`src/rtl/nibble_serial_adder_ctrl.sv`:
```
// Nibble-serial sequencer around one external 4-bit fast-carry adder stage: one nibble per clock, carry fed back.
// Optional build macro SERIAL_SUBTRACT_EN adds a `sub` input selecting a - b instead of a + b + cin.
module nibble_serial_adder_ctrl #(
  parameter  int NIBBLES = 4,
  localparam int WIDTH   = 4 * NIBBLES,
  localparam int IW      = (NIBBLES > 1) ? $clog2(NIBBLES) : 1
) (
  input  logic             clk,
  input  logic             clr_n,
  input  logic             start,
  input  logic [WIDTH-1:0] a,
  input  logic [WIDTH-1:0] b,
  input  logic             cin,
`ifdef SERIAL_SUBTRACT_EN
  input  logic             sub,
`endif
  output logic             busy,
  output logic             done,
  output logic [WIDTH-1:0] sum,
  output logic             cout,
  output logic [3:0]       add_a,
  output logic [3:0]       add_b,
  output logic             add_c0,
  input  logic [3:0]       add_s,
  input  logic             add_c4
);

  typedef enum logic [1:0] {IDLE = 2'd0, RUN = 2'd1, FIN = 2'd2} state_t;

  state_t           state_q;
  logic [WIDTH-1:0] a_q, b_q, sum_q;
  logic             carry_q, cout_q, busy_q, done_q;
  logic [IW-1:0]    idx_q;
  logic             sub_w;
  logic             last_w;

`ifdef SERIAL_SUBTRACT_EN
  assign sub_w = sub;
`else
  assign sub_w = 1'b0;
`endif

  assign last_w = (idx_q == IW'(NIBBLES - 1));

  // Adder-facing nibble select; forced to zero whenever no sum is in flight.
  always_comb begin
    add_a  = 4'd0;
    add_b  = 4'd0;
    add_c0 = 1'b0;
    if (state_q == RUN) begin
      add_a  = 4'(a_q >> {idx_q, 2'b00});
      add_b  = 4'(b_q >> {idx_q, 2'b00});
      add_c0 = carry_q;
    end
  end

  always_ff @(posedge clk or negedge clr_n) begin
    if (!clr_n) begin
      state_q <= IDLE;
      a_q     <= '0;
      b_q     <= '0;
      sum_q   <= '0;
      carry_q <= 1'b0;
      cout_q  <= 1'b0;
      busy_q  <= 1'b0;
      done_q  <= 1'b0;
      idx_q   <= '0;
    end else begin
      case (state_q)
        IDLE: begin
          done_q <= 1'b0;
          if (start) begin
            // Subtraction is a + ~b + 1, so b is stored inverted and the carry seeded high.
            a_q     <= a;
            b_q     <= sub_w ? ~b : b;
            carry_q <= sub_w ? 1'b1 : cin;
            idx_q   <= '0;
            sum_q   <= '0;
            cout_q  <= 1'b0;
            busy_q  <= 1'b1;
            state_q <= RUN;
          end
        end
        RUN: begin
          // sum_q was cleared on accept, so OR-ing the nibble in place is enough.
          sum_q   <= sum_q | (WIDTH'(add_s) << {idx_q, 2'b00});
          carry_q <= add_c4;
          if (last_w) begin
            cout_q  <= add_c4;
            idx_q   <= '0;
            busy_q  <= 1'b0;
            done_q  <= 1'b1;
            state_q <= FIN;
          end else begin
            idx_q <= idx_q + 1'b1;
          end
        end
        FIN: begin
          done_q  <= 1'b0;
          state_q <= IDLE;
        end
        default: begin
          busy_q  <= 1'b0;
          done_q  <= 1'b0;
          state_q <= IDLE;
        end
      endcase
    end
  end

  assign busy = busy_q;
  assign done = done_q;
  assign sum  = sum_q;
  assign cout = cout_q;

endmodule

```
`config.mk`:
```
export PLATFORM = sky130hd
export DESIGN_NAME = nibble_serial_adder_ctrl
export DESIGN_NICKNAME = d
export VERILOG_FILES = /design/src/rtl/nibble_serial_adder_ctrl.sv
export SDC_FILE = /design/constraint.sdc
export NUM_CORES = 1
export LEC_CHECK = 0
export CORE_UTILIZATION = 45
export CTS_BUF_LIST = sky130_fd_sc_hd__clkbuf_8
export DETAILED_ROUTE_END_ITERATION = 8
export GPL_ROUTABILITY_DRIVEN = 0
export PLACE_DENSITY = 0.81
export SETUP_SLACK_MARGIN = 0.2
export SYNTH_ARGS = -nofsm -noshare
export SYNTH_HDL_FRONTEND = slang
export SYNTH_SLANG_ARGS = --single-unit
```
`constraint.sdc`:
```
create_clock -name clk -period 1.5 [get_ports clk]
set_input_delay 0.375 -clock clk [delete_from_list [all_inputs] [get_ports clk]]
set_output_delay 0.375 -clock clk [all_outputs]
set_load 0.02 [all_outputs]
```
# Word level (Yosys, flattened, before mapping)
# Cells that the tools add are included.
# W data, S select, Z words.
# op_classes
add_sub_neg,1
n_eq_ne,5
n_shift,3
muxes,21
n_bitwise,2
reduce_logical,7
# op_table
op,n
$pmux W16 S2,1
$shr A16 B4 Y4,2
$mux W16,1
$or A16 B16 Y16,1
$shl A4 B4 Y16,1
$mux W1,8
$mux W2,4
$mux W4,2
$pmux W2 S2,2
$reduce_and A2 Y1,3
$reduce_and A3 Y1,2
$eq A2 B2 Y1 const B,2
$ne A2 B2 Y1 const B,2
$pmux W1 S2,2
$pmux W1 S3,1
$add A2 B1 Y2 const B,1
$eq A2 B1 Y1 const B,1
$logic_not A2 Y1,1
$reduce_bool A2 Y1,1
$not A1 Y1,1
# word_totals
regBits,56
input_bits,41
word_cells,48

# Logic depth before layout (Yosys ltp)
# Gate-level depths: netlist of run 1.
# depth
ltp_word,3
ltp_mapped,6
ltp_nobuf,4

# Worst setup path after synthesis of run 1
# No wires, ideal clock.
# synth_path
path_type,register to output
start,register idx_q[0]
end,output port add_a[2]
arrival_time_ns,1.290
setup_slack_ns,-0.165
path_stages_with_launch,5
path_buffers,2
path_cell_list,dfrtp_1 > buf_6 > buf_12 > mux4_2 > and2_1
# synth_via
elab_chain_len,2
# synth_rtl
item,line,text
from (decl),33,logic [IW-1:0] idx_q;
from (signal assigned),95,idx_q <= idx_q + 1'b1;
$shr A16 B4 Y4,51,"add_a = 4'(a_q >> {idx_q, 2'b00});"
$mux W4,50,if (state_q == RUN) begin
to (decl),21,"output logic [3:0] add_a,"
# Every way passes these cells.

# Final worst setup path of run 1
# layout_path
start,register idx_q[0]
end,output port add_b[2]
# layout_via
elab_chain_len,2
# layout_rtl
item,line,text
$shr A16 B4 Y4,52,"add_b = 4'(b_q >> {idx_q, 2'b00});"
$mux W4,50,
to (decl),22,"output logic [3:0] add_b,"
# Every way passes these cells.

==> results of run 1 <==
==> layer usage <==
| layer | vias up | part of all wire [%] | routed length (µm) |
|---|---|---|---|
| met5 | - | 0 | 0 |
| met3 | 37 | 7.7 | 716 |
| li1 | 1022 | - | - |
| met1 | 1186 | 38 | 3530 |
| met2 | 153 | 50 | 4690 |
| met4 | 0 | 4.3 | 401 |
==> through the flow <==
stage | setup TNS, ns | worst slack (ns) | utilization [%]
2_1_floorplan | -0.783 | -0.132 | -
3_3_place_gp | -15.59 | -0.622 | 63.2
3_5_place_dp | -14.55 | -0.637 | 63.2
4_1_cts | -14.51 | -0.565 | 78.1
5_1_grt | -22.13 | -0.671 | 85.3
6_report | -20.24 | -0.641 | 85.3
==> synthesized netlist by cell type <==
cell type  instances
buf_2              6
a22oi_1            1
o21ai_0            3
nor4b_4            1
buf_12             1
nor3b_2            1
nor2_1            19
inv_1              1
nand2_1          101
o31ai_1            1
nor2b_1            1
dfrtp_1           56
ha_1               1
buf_6              6
clkbuf_1           1
and4b_2            1
nand2b_1           1
or3b_1             1
a21oi_1           17
mux4_2             4
and4bb_2           2
nand3_1            4
mux4_1             4
and2_1            10
==> layout by cell type, fill, tap and decap left out, types with 2 or more instances in the layout <==
| master | netlist | final |
|---|---|---|
| clkinv_2 | 0 | 2 |
| nand3_1 | 4 | 2 |
| buf_4 | 0 | 11 |
| dfrtp_1 | 56 | 55 |
| nor2_2 | 0 | 4 |
| a21oi_1 | 17 | 7 |
| buf_16 | 0 | 9 |
| mux4_2 | 4 | 8 |
| buf_12 | 1 | 9 |
| a21oi_2 | 0 | 10 |
| nor2_4 | 0 | 13 |
| o21ai_1 | 0 | 2 |
| clkdlybuf4s50_1 | 0 | 39 |
| buf_8 | 0 | 2 |
| nand2_1 | 101 | 29 |
| nand2_2 | 0 | 49 |
| and2_4 | 0 | 9 |
| clkbuf_8 | 0 | 6 |
| buf_6 | 6 | 28 |
| nand2_4 | 0 | 23 |
| and4bb_4 | 0 | 2 |
| nor2_1 | 19 | 2 |
| buf_2 | 6 | 20 |
==> critical path, stage by stage (launching register included) <==
cell and delay (ns):
dfrtp_1 0.45, buf_12 0.16, mux4_2 0.53, and2_4 0.17
buf_6 0.12
==> where the power goes <==
part	switching, W	internal [W]	leakage [nW]	total [W]
clock	0.000501	0.000370	0.0510	0.000871
combinational	0.00305	0.00331	1.39	0.00636
sequential	0.000561	0.00220	0.704	0.00276
total	0.00411	0.00588	2.14	0.00999
==> registers in the layout (all words and copies together), names as in the netlist <==
signal,count
a_q,16
cout,1
carry_q,1
done,1
idx_q,2
b_q,16
sum,16
busy,1
state_q,2
==> area by class of cell <==
class,count,area [µm²],area share [%]
repair buffers,119,1380,31.1
clock buffers,6,82.6,1.86
inverters,1,3.75,0.0846
clock inverters,2,10.0,0.226
well taps,70,87.6,1.97
flip-flops and latches,56,1400,31.6
multi-input cells,173,1470,33.2
==> what timing repair did <==
item | CTS | global route
cloned | 13 | 0
setup buffers | 17 | 5
hold endpoints to repair | 0 | 0
endpoints found under the setup margin | 84 | 64
pin swaps | 60 | 53
gates resized for setup | 240 | 94
==> logic make-up (layout without fill, tap and decap cells) <==
logic type	Yosys count	after routing
flops	56	56
simple gates	142	142
fa+ha+maj	1	1
mux	8	8
buf+inv	15	128
compound gates	22	22
==> path summary, 6_finish.rpt <==
kind                                         from                    to  slack (ns)
min                                         clr_n    b_q[2]$_DFFE_PN0P_        0.06
max                          idx_q[0]$_DFFE_PN0P_              add_b[2]       -0.64
max reg2reg                state_q[1]$_DFFE_PN0P_    b_q[0]$_DFFE_PN0P_       -0.36
min reg2reg                   b_q[10]$_DFFE_PN0P_   b_q[10]$_DFFE_PN0P_        0.51
min in group clk              b_q[10]$_DFFE_PN0P_   b_q[10]$_DFFE_PN0P_        0.51
max in group asynchronous                   clr_n  idx_q[1]$_DFFE_PN0P_        1.10
==> results_dict.tcl, run 1 <==
set metrics [dict create \
    grt_max_degree 31 \
    drt-pass1-iter-count 4 \
    fp.dieW_um 76.2 \
    synth_compound_area_share_pct 4.65 \
    cts_tree "yes" \
    synthTopCellsByArea "dfrtp_1 57%, nand2_1 15%, mux4_1 4.2%, mux4_2 3.6%, a21oi_1 3.4%" \
    ctsHoldBuffers 0 \
    use_met2_pct 50.2 \
    yosysSeqAreaShare_pct 56.6 \
    dp.cells 384 \
    use_met1_pct 37.3 \
    rsz0062_at_grt "true" \
    dieArea_um2 5800 \
    die_y_um 76.2 \
    syn_area_um2 2480 \
    diodes 0 \
    detailed_place_hpwl_mm 3.87 \
    wl_per_cell_um 21.9 \
    drcViolationCount 0 \
    place_area_um2 3290 \
    core_area_um2 5200 \
    h-tree-depth 2 \
    grt_pass1_wl_mm 12.8 \
    antenna_found_initial 0 \
    muxShareOfSynthArea_pct 7.88 \
    layout_setup_ws_ns -0.641 \
    synth_seq_cells 56 \
    syn_area_per_cell_um2 10.1 \
    violations "negative setup slack" \
    wirelength_mm 9.34 \
    synth_top_area_share_pct 56.6 \
    synth-simple-area-share_pct 25.3 \
    cts_sinks 56 \
    p_total_w 0.00999 \
    cp-end-kind "output port" \
    vdd.ir_drop.worst_mv 1.15 \
    synth-xor-area-share_pct 0 \
    fin_nets 398 \
    layout-drive-gt1-share_pct 61.6 \
    crit_fanout 6 \
    synthCells 244 \
    worst_ep_required_time_ns 1.12 \
    synth_top_family_by_area "simple AND/OR/NAND/NOR gates" \
    clk-insertion-delay-late_ns 0.32 \
    grtUsageTotal_pct 29.6 \
    synthAdderAreaFrac_pct 0.505 \
    timing.final.crit_share_pct 143 \
    rr_worst_depth 12 \
    maxCapViolCount 0 \
    slew_violations 0 \
    status "complete, but fails checks" \
    start_kind "flop" \
    skew_ns 0.00874 \
    rows 26 \
    drt_iter0_markers 129 \
    maxSlewHeadroom_pct 73.7 \
    tightest_slew_ns 0.394 \
    synthesis.nets 286 \
    ys_warn_count 0 \
    clk_pin_slew_ns 0.10 \
    yosysTopAreaCell "dfrtp_1" \
    cellPowerDensity_nw_per_um2 2250 \
    area_growth_pct 79.2 \
    fin_cells 427 \
    synth_cell_types 24 \
    initial_core_util_pct 47.6 \
    path_class "reg -> out" \
    leakage_nw 2.14 \
    grt_pass1_vias 2417 \
    met3_usage_pct 5.99 \
    n_fill_cell 243 \
    hold_viol 0 \
    hp-class "in -> async" \
    clockBufferDepth 2 \
    finalSetupViolations 63 \
    whs_ns 0.0587 \
    final_cell_area_um2 4440 \
    ant_nets 0 \
    vias_per_cell 5.62 \
    top_usage_layer "met2" \
    min_period_ns 2.14 \
    grt_remaining_overflow 0 \
    max_freq_ghz 0.467 \
    via_count 2398 \
    ios 69 \
    cts_root_buf "clkbuf_8" \
    critPathArrivalTime_ns 1.77 \
    cts_buffers 5 \
    port_buffers 68 \
]
No activity file was read; power rests on OpenSTA's default activity.
==> run 2: changes to the inputs <==
CAP_MARGIN = 40   (was unset)
==> results of run 2 <==
No change in the layout: final DEF, timing and power equal those of run 1.
